[src/rtl/mips_pkg.sv]
// Shared MIPS definitions: instruction codes, primary opcodes and R-type funct values.
package mips_pkg;

   // Request opcode codes as presented on req_op; anything above OP_JAL is illegal.
   typedef enum logic [4:0] {
      OP_ADD  = 5'd0,
      OP_SUB  = 5'd1,
      OP_AND  = 5'd2,
      OP_OR   = 5'd3,
      OP_SLT  = 5'd4,
      OP_JR   = 5'd5,
      OP_LW   = 5'd6,
      OP_SW   = 5'd7,
      OP_BEQ  = 5'd8,
      OP_BNE  = 5'd9,
      OP_ADDI = 5'd10,
      OP_J    = 5'd11,
      OP_LUI  = 5'd12,
      OP_ORI  = 5'd13,
      OP_ANDI = 5'd14,
      OP_XORI = 5'd15,
      OP_JAL  = 5'd16
   } instr_t;

   localparam logic [4:0] OP_LAST = 5'd16;

   // Primary opcode field (bits 31:26)
   localparam logic [5:0] OPC_RTYPE = 6'b000000;
   localparam logic [5:0] OPC_LW    = 6'b100011;
   localparam logic [5:0] OPC_SW    = 6'b101011;
   localparam logic [5:0] OPC_BEQ   = 6'b000100;
   localparam logic [5:0] OPC_BNE   = 6'b000101;
   localparam logic [5:0] OPC_ADDI  = 6'b001000;
   localparam logic [5:0] OPC_ORI   = 6'b001101;
   localparam logic [5:0] OPC_ANDI  = 6'b001100;
   localparam logic [5:0] OPC_XORI  = 6'b001110;
   localparam logic [5:0] OPC_LUI   = 6'b001111;
   localparam logic [5:0] OPC_J     = 6'b000010;
   localparam logic [5:0] OPC_JAL   = 6'b000011;

   // R-type funct field (bits 5:0)
   localparam logic [5:0] FN_ADD = 6'b100000;
   localparam logic [5:0] FN_SUB = 6'b100010;
   localparam logic [5:0] FN_AND = 6'b100100;
   localparam logic [5:0] FN_OR  = 6'b100101;
   localparam logic [5:0] FN_SLT = 6'b101010;
   localparam logic [5:0] FN_JR  = 6'b001000;

   // True when a raw request code maps onto a defined instruction.
   function automatic logic is_legal(input logic [4:0] code);
      return (code <= OP_LAST);
   endfunction

endpackage

[src/rtl/mips_enc_fifo.sv]
// Two-entry FIFO holding encoded words until the instruction memory accepts them.
module mips_enc_fifo #(
   parameter int WIDTH = 32
) (
   input  logic             clk,
   input  logic             reset,
   input  logic             push,
   input  logic [WIDTH-1:0] wdata,
   input  logic             pop,
   output logic [WIDTH-1:0] rdata,
   output logic             full,
   output logic             empty
);

   logic [WIDTH-1:0] mem_reg [2];
   logic             wr_ptr_reg;
   logic             rd_ptr_reg;
   logic [1:0]       count_reg;
   logic             do_push;
   logic             do_pop;

   // Guard against overflow/underflow so a misbehaving caller cannot corrupt state.
   assign do_push = push && !full;
   assign do_pop  = pop && !empty;

   // Storage, pointers and occupancy; a push and pop together leave occupancy unchanged.
   always_ff @(posedge clk or negedge reset) begin
      if (!reset) begin
         mem_reg[0] <= '0;
         mem_reg[1] <= '0;
         wr_ptr_reg <= 1'b0;
         rd_ptr_reg <= 1'b0;
         count_reg  <= 2'd0;
      end else begin
         if (do_push) begin
            mem_reg[wr_ptr_reg] <= wdata;
            wr_ptr_reg          <= ~wr_ptr_reg;
         end
         if (do_pop) begin
            rd_ptr_reg <= ~rd_ptr_reg;
         end
         case ({do_push, do_pop})
            2'b10:   count_reg <= count_reg + 2'd1;
            2'b01:   count_reg <= count_reg - 2'd1;
            default: count_reg <= count_reg;
         endcase
      end
   end

   assign rdata = mem_reg[rd_ptr_reg];
   assign full  = (count_reg == 2'd2);
   assign empty = (count_reg == 2'd0);

endmodule

[src/rtl/mips_instr_encoder.sv]
// Encodes MIPS instruction requests into 32-bit words and streams them into instruction memory.
module mips_instr_encoder
   import mips_pkg::*;
#(
   parameter int IMEM_AW = 6
) (
   input  logic               clk,
   input  logic               reset,
   input  logic               req_valid,
   output logic               req_ready,
   input  logic [4:0]         req_op,
   input  logic [4:0]         req_rs,
   input  logic [4:0]         req_rt,
   input  logic [4:0]         req_rd,
   input  logic [4:0]         req_shamt,
   input  logic [15:0]        req_imm,
   input  logic [25:0]        req_target,
   input  logic               base_load,
   input  logic [IMEM_AW-1:0] base_addr,
   input  logic               imem_ready,
   output logic               imem_we,
   output logic [IMEM_AW-1:0] imem_addr,
   output logic [31:0]        imem_wd,
   output logic [IMEM_AW:0]   wr_count,
   output logic               err_illegal,
   input  logic               err_clr
);

   localparam logic [IMEM_AW:0] WR_MAX = {1'b1, {IMEM_AW{1'b0}}};

   instr_t             op_code;
   logic [31:0]        enc_word;
   logic               accept;
   logic               op_legal;
   logic               push;
   logic               pop;
   logic               fifo_full;
   logic               fifo_empty;
   logic [IMEM_AW-1:0] addr_reg;
   logic [IMEM_AW:0]   wr_count_reg;
   logic               err_reg;
   logic               unused_shamt;

   // No supported format carries a shift amount, so the field is deliberately ignored.
   assign unused_shamt = ^req_shamt;

   assign op_code  = instr_t'(req_op);
   assign op_legal = is_legal(req_op);
   assign accept   = req_valid && req_ready;
   assign push     = accept && op_legal;
   assign pop      = imem_we && imem_ready;

   // Build the instruction word; fields a format does not use are tied to zero.
   always_comb begin
      enc_word = '0;
      case (op_code)
         OP_ADD:  enc_word = {OPC_RTYPE, req_rs, req_rt, req_rd, 5'b0, FN_ADD};
         OP_SUB:  enc_word = {OPC_RTYPE, req_rs, req_rt, req_rd, 5'b0, FN_SUB};
         OP_AND:  enc_word = {OPC_RTYPE, req_rs, req_rt, req_rd, 5'b0, FN_AND};
         OP_OR:   enc_word = {OPC_RTYPE, req_rs, req_rt, req_rd, 5'b0, FN_OR};
         OP_SLT:  enc_word = {OPC_RTYPE, req_rs, req_rt, req_rd, 5'b0, FN_SLT};
         OP_JR:   enc_word = {OPC_RTYPE, req_rs, 15'b0, FN_JR};
         OP_LW:   enc_word = {OPC_LW,   req_rs, req_rt, req_imm};
         OP_SW:   enc_word = {OPC_SW,   req_rs, req_rt, req_imm};
         OP_BEQ:  enc_word = {OPC_BEQ,  req_rs, req_rt, req_imm};
         OP_BNE:  enc_word = {OPC_BNE,  req_rs, req_rt, req_imm};
         OP_ADDI: enc_word = {OPC_ADDI, req_rs, req_rt, req_imm};
         OP_ORI:  enc_word = {OPC_ORI,  req_rs, req_rt, req_imm};
         OP_ANDI: enc_word = {OPC_ANDI, req_rs, req_rt, req_imm};
         OP_XORI: enc_word = {OPC_XORI, req_rs, req_rt, req_imm};
         OP_LUI:  enc_word = {OPC_LUI,  5'b0,   req_rt, req_imm};
         OP_J:    enc_word = {OPC_J,    req_target};
         OP_JAL:  enc_word = {OPC_JAL,  req_target};
         default: enc_word = '0;
      endcase
   end

   mips_enc_fifo #(
      .WIDTH (32)
   ) u_fifo (
      .clk   (clk),
      .reset (reset),
      .push  (push),
      .wdata (enc_word),
      .pop   (pop),
      .rdata (imem_wd),
      .full  (fifo_full),
      .empty (fifo_empty)
   );

   // Handshake and write strobe derive only from registered FIFO occupancy.
   assign req_ready = ~fifo_full;
   assign imem_we   = ~fifo_empty;

   // Write address and completed-write count; a base load overrides a coincident pop.
   always_ff @(posedge clk or negedge reset) begin
      if (!reset) begin
         addr_reg     <= '0;
         wr_count_reg <= '0;
      end else if (base_load) begin
         addr_reg     <= base_addr;
         wr_count_reg <= '0;
      end else if (pop) begin
         addr_reg <= addr_reg + (IMEM_AW)'(1);
         if (wr_count_reg != WR_MAX) begin
            wr_count_reg <= wr_count_reg + (IMEM_AW + 1)'(1);
         end
      end
   end

   // Sticky illegal-op flag; a new illegal accept takes priority over a clear.
   always_ff @(posedge clk or negedge reset) begin
      if (!reset) begin
         err_reg <= 1'b0;
      end else if (accept && !op_legal) begin
         err_reg <= 1'b1;
      end else if (err_clr) begin
         err_reg <= 1'b0;
      end
   end

   assign imem_addr   = addr_reg;
   assign wr_count    = wr_count_reg;
   assign err_illegal = err_reg;

endmodule

[config.mk]
export PLATFORM = sky130hd
export DESIGN_NAME = mips_instr_encoder
export DESIGN_NICKNAME = d
export VERILOG_FILES = /design/src/rtl/mips_pkg.sv /design/src/rtl/mips_enc_fifo.sv /design/src/rtl/mips_instr_encoder.sv
export SDC_FILE = /design/constraint.sdc
export NUM_CORES = 1
export LEC_CHECK = 0
export CAP_MARGIN = 20
export CORE_ASPECT_RATIO = 1.5
export CORE_MARGIN = 3
export CORE_UTILIZATION = 32
export CTS_CLUSTER_DIAMETER = 30
export DETAILED_ROUTE_END_ITERATION = 8
export PLACE_DENSITY_LB_ADDON = 0.15
export SYNTH_ARGS = -nofsm -noshare
export SYNTH_HDL_FRONTEND = slang
export SYNTH_SLANG_ARGS = --single-unit
[constraint.sdc]
create_clock -name clk -period 1.6 [get_ports clk]
set_input_delay 0.4 -clock clk [delete_from_list [all_inputs] [get_ports clk]]
set_output_delay 0.4 -clock clk [all_outputs]
set_load 0.1 [all_outputs]
**Yosys cells after proc, flatten, opt, wreduce, memory -nomap -nowiden**

Index checks and enable logic that the tools add are counted.

- Add/subtract/negate cells: 4
- Order comparisons: 4
- Equal/unequal tests: 20
- Muxes and demuxes: 15
- Bitwise gates (word level): 6
- Reductions and logical operators: 17

Operators with widths:

| operator | number |
|---|---|
| $pmux W32 S17 | 1 |
| $mux W32 | 4 |
| $bwmux W64 | 1 |
| $eq A5 B4 Y1 const B | 8 |
| $demux W32 S1 | 1 |
| $mux W7 | 3 |
| $eq A5 B3 Y1 const B | 4 |
| $mux W6 | 2 |
| $eq A5 B2 Y1 const B | 2 |
| $reduce_bool A2 Y1 | 4 |
| $add A7 B1 Y7 const B | 1 |
| $logic_and A1 B1 Y1 | 7 |
| $ne A7 B7 Y1 const B | 1 |
| $add A6 B1 Y6 const B | 1 |
| $eq A5 B1 Y1 const B | 1 |
| $eq A5 B5 Y1 const B | 1 |
| $le A5 B5 Y1 const B | 1 |
| $logic_not A5 Y1 | 1 |
| $eq A2 B2 Y1 const B | 2 |
| $ge A2 B2 Y1 const B | 2 |
| $not A1 Y1 | 4 |
| $not A1 Y2 | 2 |
| $pmux W2 S2 | 1 |
| $logic_not A1 Y1 | 3 |
| 7 further kinds | 8 |

- Bits in registers: 82
- Input bits: 79
- Output and inout bits: 48
- Logic and storage cells: 74

**Longest topological paths before layout**

- Depth after elaboration: 7
- Gate-level depth with buffers: 7

**Modules after synthesis**

From an unflattened synthesis, not the netlist that was laid out.

- Cell total of the unflattened synthesis: 374
- Area total of the unflattened synthesis: 4451.8 um^2

By module, submodules not included:

| module | times used | cells an instance | area each (um^2) | sequential area each (um^2) |
|---|---|---|---|---|
| mips_enc_fifo | 1 | 189 | 2989.1 | 1701.6 |
| mips_instr_encoder | 1 | 185 | 1462.7 | 350.3 |

**Worst setup path before layout**

OpenSTA, ideal clock, no wires.

- Kind: reg2reg
- Start point: reg u_fifo.count_reg[0]
- End point: reg u_fifo.mem_reg[0] (netlist bit)
- Library setup time: 0.125 ns
- Data arrival time: 2.190 ns
- Data required time: 1.475 ns
- Slack: -0.715 ns
- Stages on the path, launching flop included: 6
- Path buffers: 1
- Clock period less this slack: 2.315 ns
- Path through: dfrtp_1 -> nand2b_1 -> nand3_2 -> nor2_2 -> buf_4 -> mux2_2

- Cells in the longest elaborated chain, start to end: 5

Ends and longest elaborated chain:

| item | line | RTL |
|---|---|---|
| from (decl) | mips_enc_fifo.sv:18 | `logic [1:0] count_reg;` |
| from (signal assigned) | mips_enc_fifo.sv:43 | `2'b10: count_reg <= count_reg + 2'd1;` |
| from (signal assigned) | mips_enc_fifo.sv:44 | `2'b01: count_reg <= count_reg - 2'd1;` |
| from (signal assigned) | mips_enc_fifo.sv:45 | `default: count_reg <= count_reg;` |
| $eq A2 B2 Y1 | mips_enc_fifo.sv:51 | `assign full = (count_reg == 2'd2);` |
| $not A1 Y1 | mips_instr_encoder.sv:92 | `assign req_ready = ~fifo_full;` |
| named net req_ready | mips_instr_encoder.sv:10 | `output logic req_ready,` |
| $logic_and A1 B1 Y1 | mips_instr_encoder.sv:49 | `assign accept = req_valid && req_ready;` |
| $logic_and A1 B1 Y1 | mips_instr_encoder.sv:50 | `assign push = accept && op_legal;` |
| $logic_and A1 B1 Y1 | mips_enc_fifo.sv:23 | `assign do_push = push && !full;` |
| to (signal, indexed assignment) | mips_enc_fifo.sv:36 | `mem_reg[wr_ptr_reg] <= wdata;` |
| to (decl) | mips_enc_fifo.sv:15 | `logic [WIDTH-1:0] mem_reg [2];` |

The timed path passes the listed nets, and every way through them passes these cells.
A chain may end at the register's enable or synchronous reset.

**Worst setup path in the final report**

- Start point: reg u_fifo.rd_ptr_reg
- End point: out imem_wd[21]

- Cells in the longest elaborated chain, start to end: 4

Ends and longest elaborated chain:

| item | line | RTL |
|---|---|---|
| from (decl) | mips_enc_fifo.sv:17 | `logic rd_ptr_reg;` |
| from (signal assigned) | mips_enc_fifo.sv:40 | `rd_ptr_reg <= ~rd_ptr_reg;` |
| $not A1 Y2 (implied by the code) | mips_enc_fifo.sv:50 | `assign rdata = mem_reg[rd_ptr_reg];` |
| $mux W32 (implied by the code) (3 in a row) | mips_enc_fifo.sv:50 |  |
| to (decl) | mips_instr_encoder.sv:23 | `output logic [31:0] imem_wd,` |

No other way between the ends. The select of a mux whose other input is x is not followed.

==> implementation parameters <==
Parameter                              Value

Timing
  Worst Tran Pin Value    0.559 ns
  Number of endpoints failing setup at the final stage    72
  Minimum clock period    1.91 ns
  Share of the clock period used by the worst path    1.19
  Worst Setup Slack, final    -0.305 ns
  Clk_skew    0.00577 ns
  Fin Setup TNS    -12.55 ns
  Final Max Slew Viols    0
  Peak clock frequency supported by timing    525 MHz
  Number of failing hold endpoints at the final stage    0
  Setup repair after global routing missed its margin    true
  Max-slew headroom at the worst pin    0.623

Global route
  Overall global routing resource usage    0.195
  Global-route wire length before repair    23,100 um
  Maximum number of pins on one net before global-route repair    32
  Vias in the first global route    about 4,500
  Congestion Overflow GR    0
  Antenna violations before repair    0

Synthesis
  Post-synthesis sequential area ratio    0.457
  Synth cell types    around 60
  Async set or reset register ratio after synthesis    1.00
  Syn Area/Cell    10.9 um^2
  FF+latch count, synth    80
  Share of the synthesized area in the top cell type    0.457
  Post-Syn Area    4380 um^2
  Number of nets in the synthesized netlist    485
  Prevailing post-synth register cell    dfrtp_1
  Leading area contributor after synthesis    dfrtp_1
  Most area-consuming cells after synthesis    dfrtp_1 46%, mux2_2 13%, a2bb2oi_2 3.4%
  Post-Syn Instances    roughly 400
  Synthesis Warnings    0
  Number of enable-type register cells in the synthesized netlist    0

Clock network
  Clock Sink Count    80
  CTS Root Cell    clkbuf_16
  H-tree depth    3
  Max Root-Sink Buffers    2
  Clock tree from TritonCTS    yes
  Clk_lat worst skew    roughly 0.33 ns
  Num CTS Buffers    9
  Clock slew at reported path FFs    0.06 ns

Power and ir drop
  Power after layout    approximately 17 mW
  Internal power component    9.25 mW
  Net Sw Power    7.96 mW
  Switching share of total power    0.463
  Sequential Power Share    0.204
  Power share of the combinational group    0.666
  Max IR drop VDD    2.02 mV
  Relative contribution of the clock network to total power    0.130
  Areal power density over the cells    2230 nW/um^2
  Reported leakage power    3.33 nW

Floorplanning
  Placement Rows    51
  Die W    102 um
  Starting Density    0.332
  Die span in y    149 um
  I/O pins    approximately 130
  Placeable core region    13,200 um^2
  Die Footprint    around 15,000 um^2

Placed design
  Worst slack after detailed placement    -0.898 ns
  Port buffer count    120
  Placed instance count    between 700 and 800
  Final HPWL DP    9720 um
  Placer congestion estimate    0.814

Setup path
  Worst-case register-to-register setup slack    -0.01 ns
  Startpoint type of the worst setup path    flip-flop
  Reg-to-reg critical path startpoint    u_fifo.count_reg[1]
  Worst setup path class    reg2out
  Top fanout value on the critical path    14
  Endpoint of the lowest-slack register-to-register path    u_fifo.mem_reg[45]
  Start point of the critical path    u_fifo.rd_ptr_reg
  CP Data Required Time    1.20 ns
  Endpoint class of the critical path    output port
  Number of cell instances on the worst register-to-register path    6
  Critical Path AT    1.51 ns
  Capturing element of the worst setup path    imem_wd[21]

Final layout
  Number of diodes    0
  Number of fill cells in the layout    1,080
  Final layout net count    670
  Highest-count cells in the layout ignoring fill and taps    68 x dfrtp_1, 67 x clkdlybuf4s50_1, 56 x buf_12, 49 x mux2_4, 48 x buf_4
  Most frequent standard cell in the layout excluding fill and tap cells    dfrtp_1
  Layout Area Growth over Synthesis    75.8%
  Share of final-layout standard cells stronger than drive strength 1    0.481
  Non-filler instance count after layout    751
  Number of flip-flops under the largest register name    between 60 and 70

Detailed routing
  Post-Route WL    roughly 14,000 um
  Routed length per instance    18.5 um
  Drt via density    5.23
  Number of DRC markers after the initial detailed-route iteration    83
  Routed vias    3,927
  Count of nets left with antenna violations after detail routing    0
  Residual DRC    0
  Iteration count of the initial detailed-routing pass    4

Status
  Status    finished with violations
  Failing checks    negative setup slack

Min path
  Classification of the worst-slack hold path    reg2reg

Run
  Max capacitance violation total    0
layout make-up:
type / count / area [um^2] / area share
Tap cell: 159 / 199 / 0.0258
Sequential cell: 80 / 2020 / 0.262
Clock buffer: 13 / 280 / 0.0364
Multi-Input combinational cell: 284 / 2600 / 0.337
Timing Repair Buffer: 205 / 2540 / 0.329
Inverter: 7 / 26.3 / 0.00341
Clock inverter: 3 / 46.3 / 0.00601
synthesized netlist by cell type (4+ instances only):
master     number
buf_2           6
inv_1           6
dfrtp_1        80
nand3b_1       12
buf_4           6
a21oi_1        18
a21oi_2        10
clkbuf_1       12
xnor2_1         7
o21ai_0        27
xor2_1          5
buf_1           4
a221o_1         6
ha_1            4
mux2_2         49
nand2_1        37
nand4_1         4
o21ai_1         7
a22oi_1         8
and3_1          6
a2bb2oi_2      10
a2bb2oi_1      14
nor2_1         11
worst max-delay path, stage by stage, from the launching register on:
cell and delay [ns]:
dfrtp_2 0.45, buf_12 0.20, mux2_4 0.34, buf_12 0.17
stage by stage:
stage / util / hold WS (ns) / area (um^2)
global placement: 0.524 / 0.314 / 6920
CTS: 0.591 / 0.488 / 7800
finish: 0.583 / 0.481 / 7710
global route: 0.583 / 0.507 / 7710
floorplan: - / 0.104 / 4710
detailed placement: 0.524 / 0.317 / 6920
power by group through the flow:
stage	Sequential, mW	Combinational [mW]	Clock, mW
final	3.51	11.5	2.23
after floorplan	3.65	6.95	0
after global routing	3.63	11.9	2.37
after CTS	3.51	11.6	2.27
after global placement	3.46	10.9	0
after detailed placement	3.51	11.0	0
kinds of logic (layout without fill, tap and decap cells):
family,after synthesis,after routing,share of synthesized area
AO/OA/AOI/OAI,116,116,0.205
buffers and inverters,38,228,0.0465
other,1,1,0.000855
AND/OR/NAND/NOR,100,100,0.126
multiplexers,51,51,0.130
XOR/XNOR,12,12,0.0240
adder cells (fa/ha/maj),4,4,0.0114
flip-flops,80,80,0.457
how the worst min path moves through the flow:
| stage | endpoint | slack, ns | start | cells after the start |
|---|---|---|---|---|
| final | u_fifo.mem_reg[28] | 0.48 | u_fifo.mem_reg[28] | 2 |
| after global routing | u_fifo.mem_reg[63] | 0.51 | req_op[4] | 3 |
| after CTS | u_fifo.mem_reg[28] | 0.49 | u_fifo.mem_reg[28] | 2 |
| after detailed placement | u_fifo.mem_reg[53] | 0.32 | reset | 1 |
| after global placement | u_fifo.mem_reg[55] | 0.31 | reset | 1 |
| after floorplan | err_illegal | 0.10 | reset | 0 |
routing by layer:
metal  global-route usage  wire, um  vias up
li1                     -         -     1836
met1                0.223      5280     1974
met2                0.363      7820       95
met3               0.0356       518       22
met4               0.0566       295        0
met5                    0         0        -
repair_timing:
| action | 4_1_cts | 5_1_grt |
|---|---|---|
| endpoints found under the setup margin | 98 | 103 |
| pin swaps | 14 | 18 |
| resized for setup | 77 | 20 |
| setup buffers | 27 | 5 |
| hold endpoints to repair | 17 | 0 |
| hold buffers | 1 | 0 |
| gates cloned | 5 | 0 |
(Power assumes the default switching activity.)
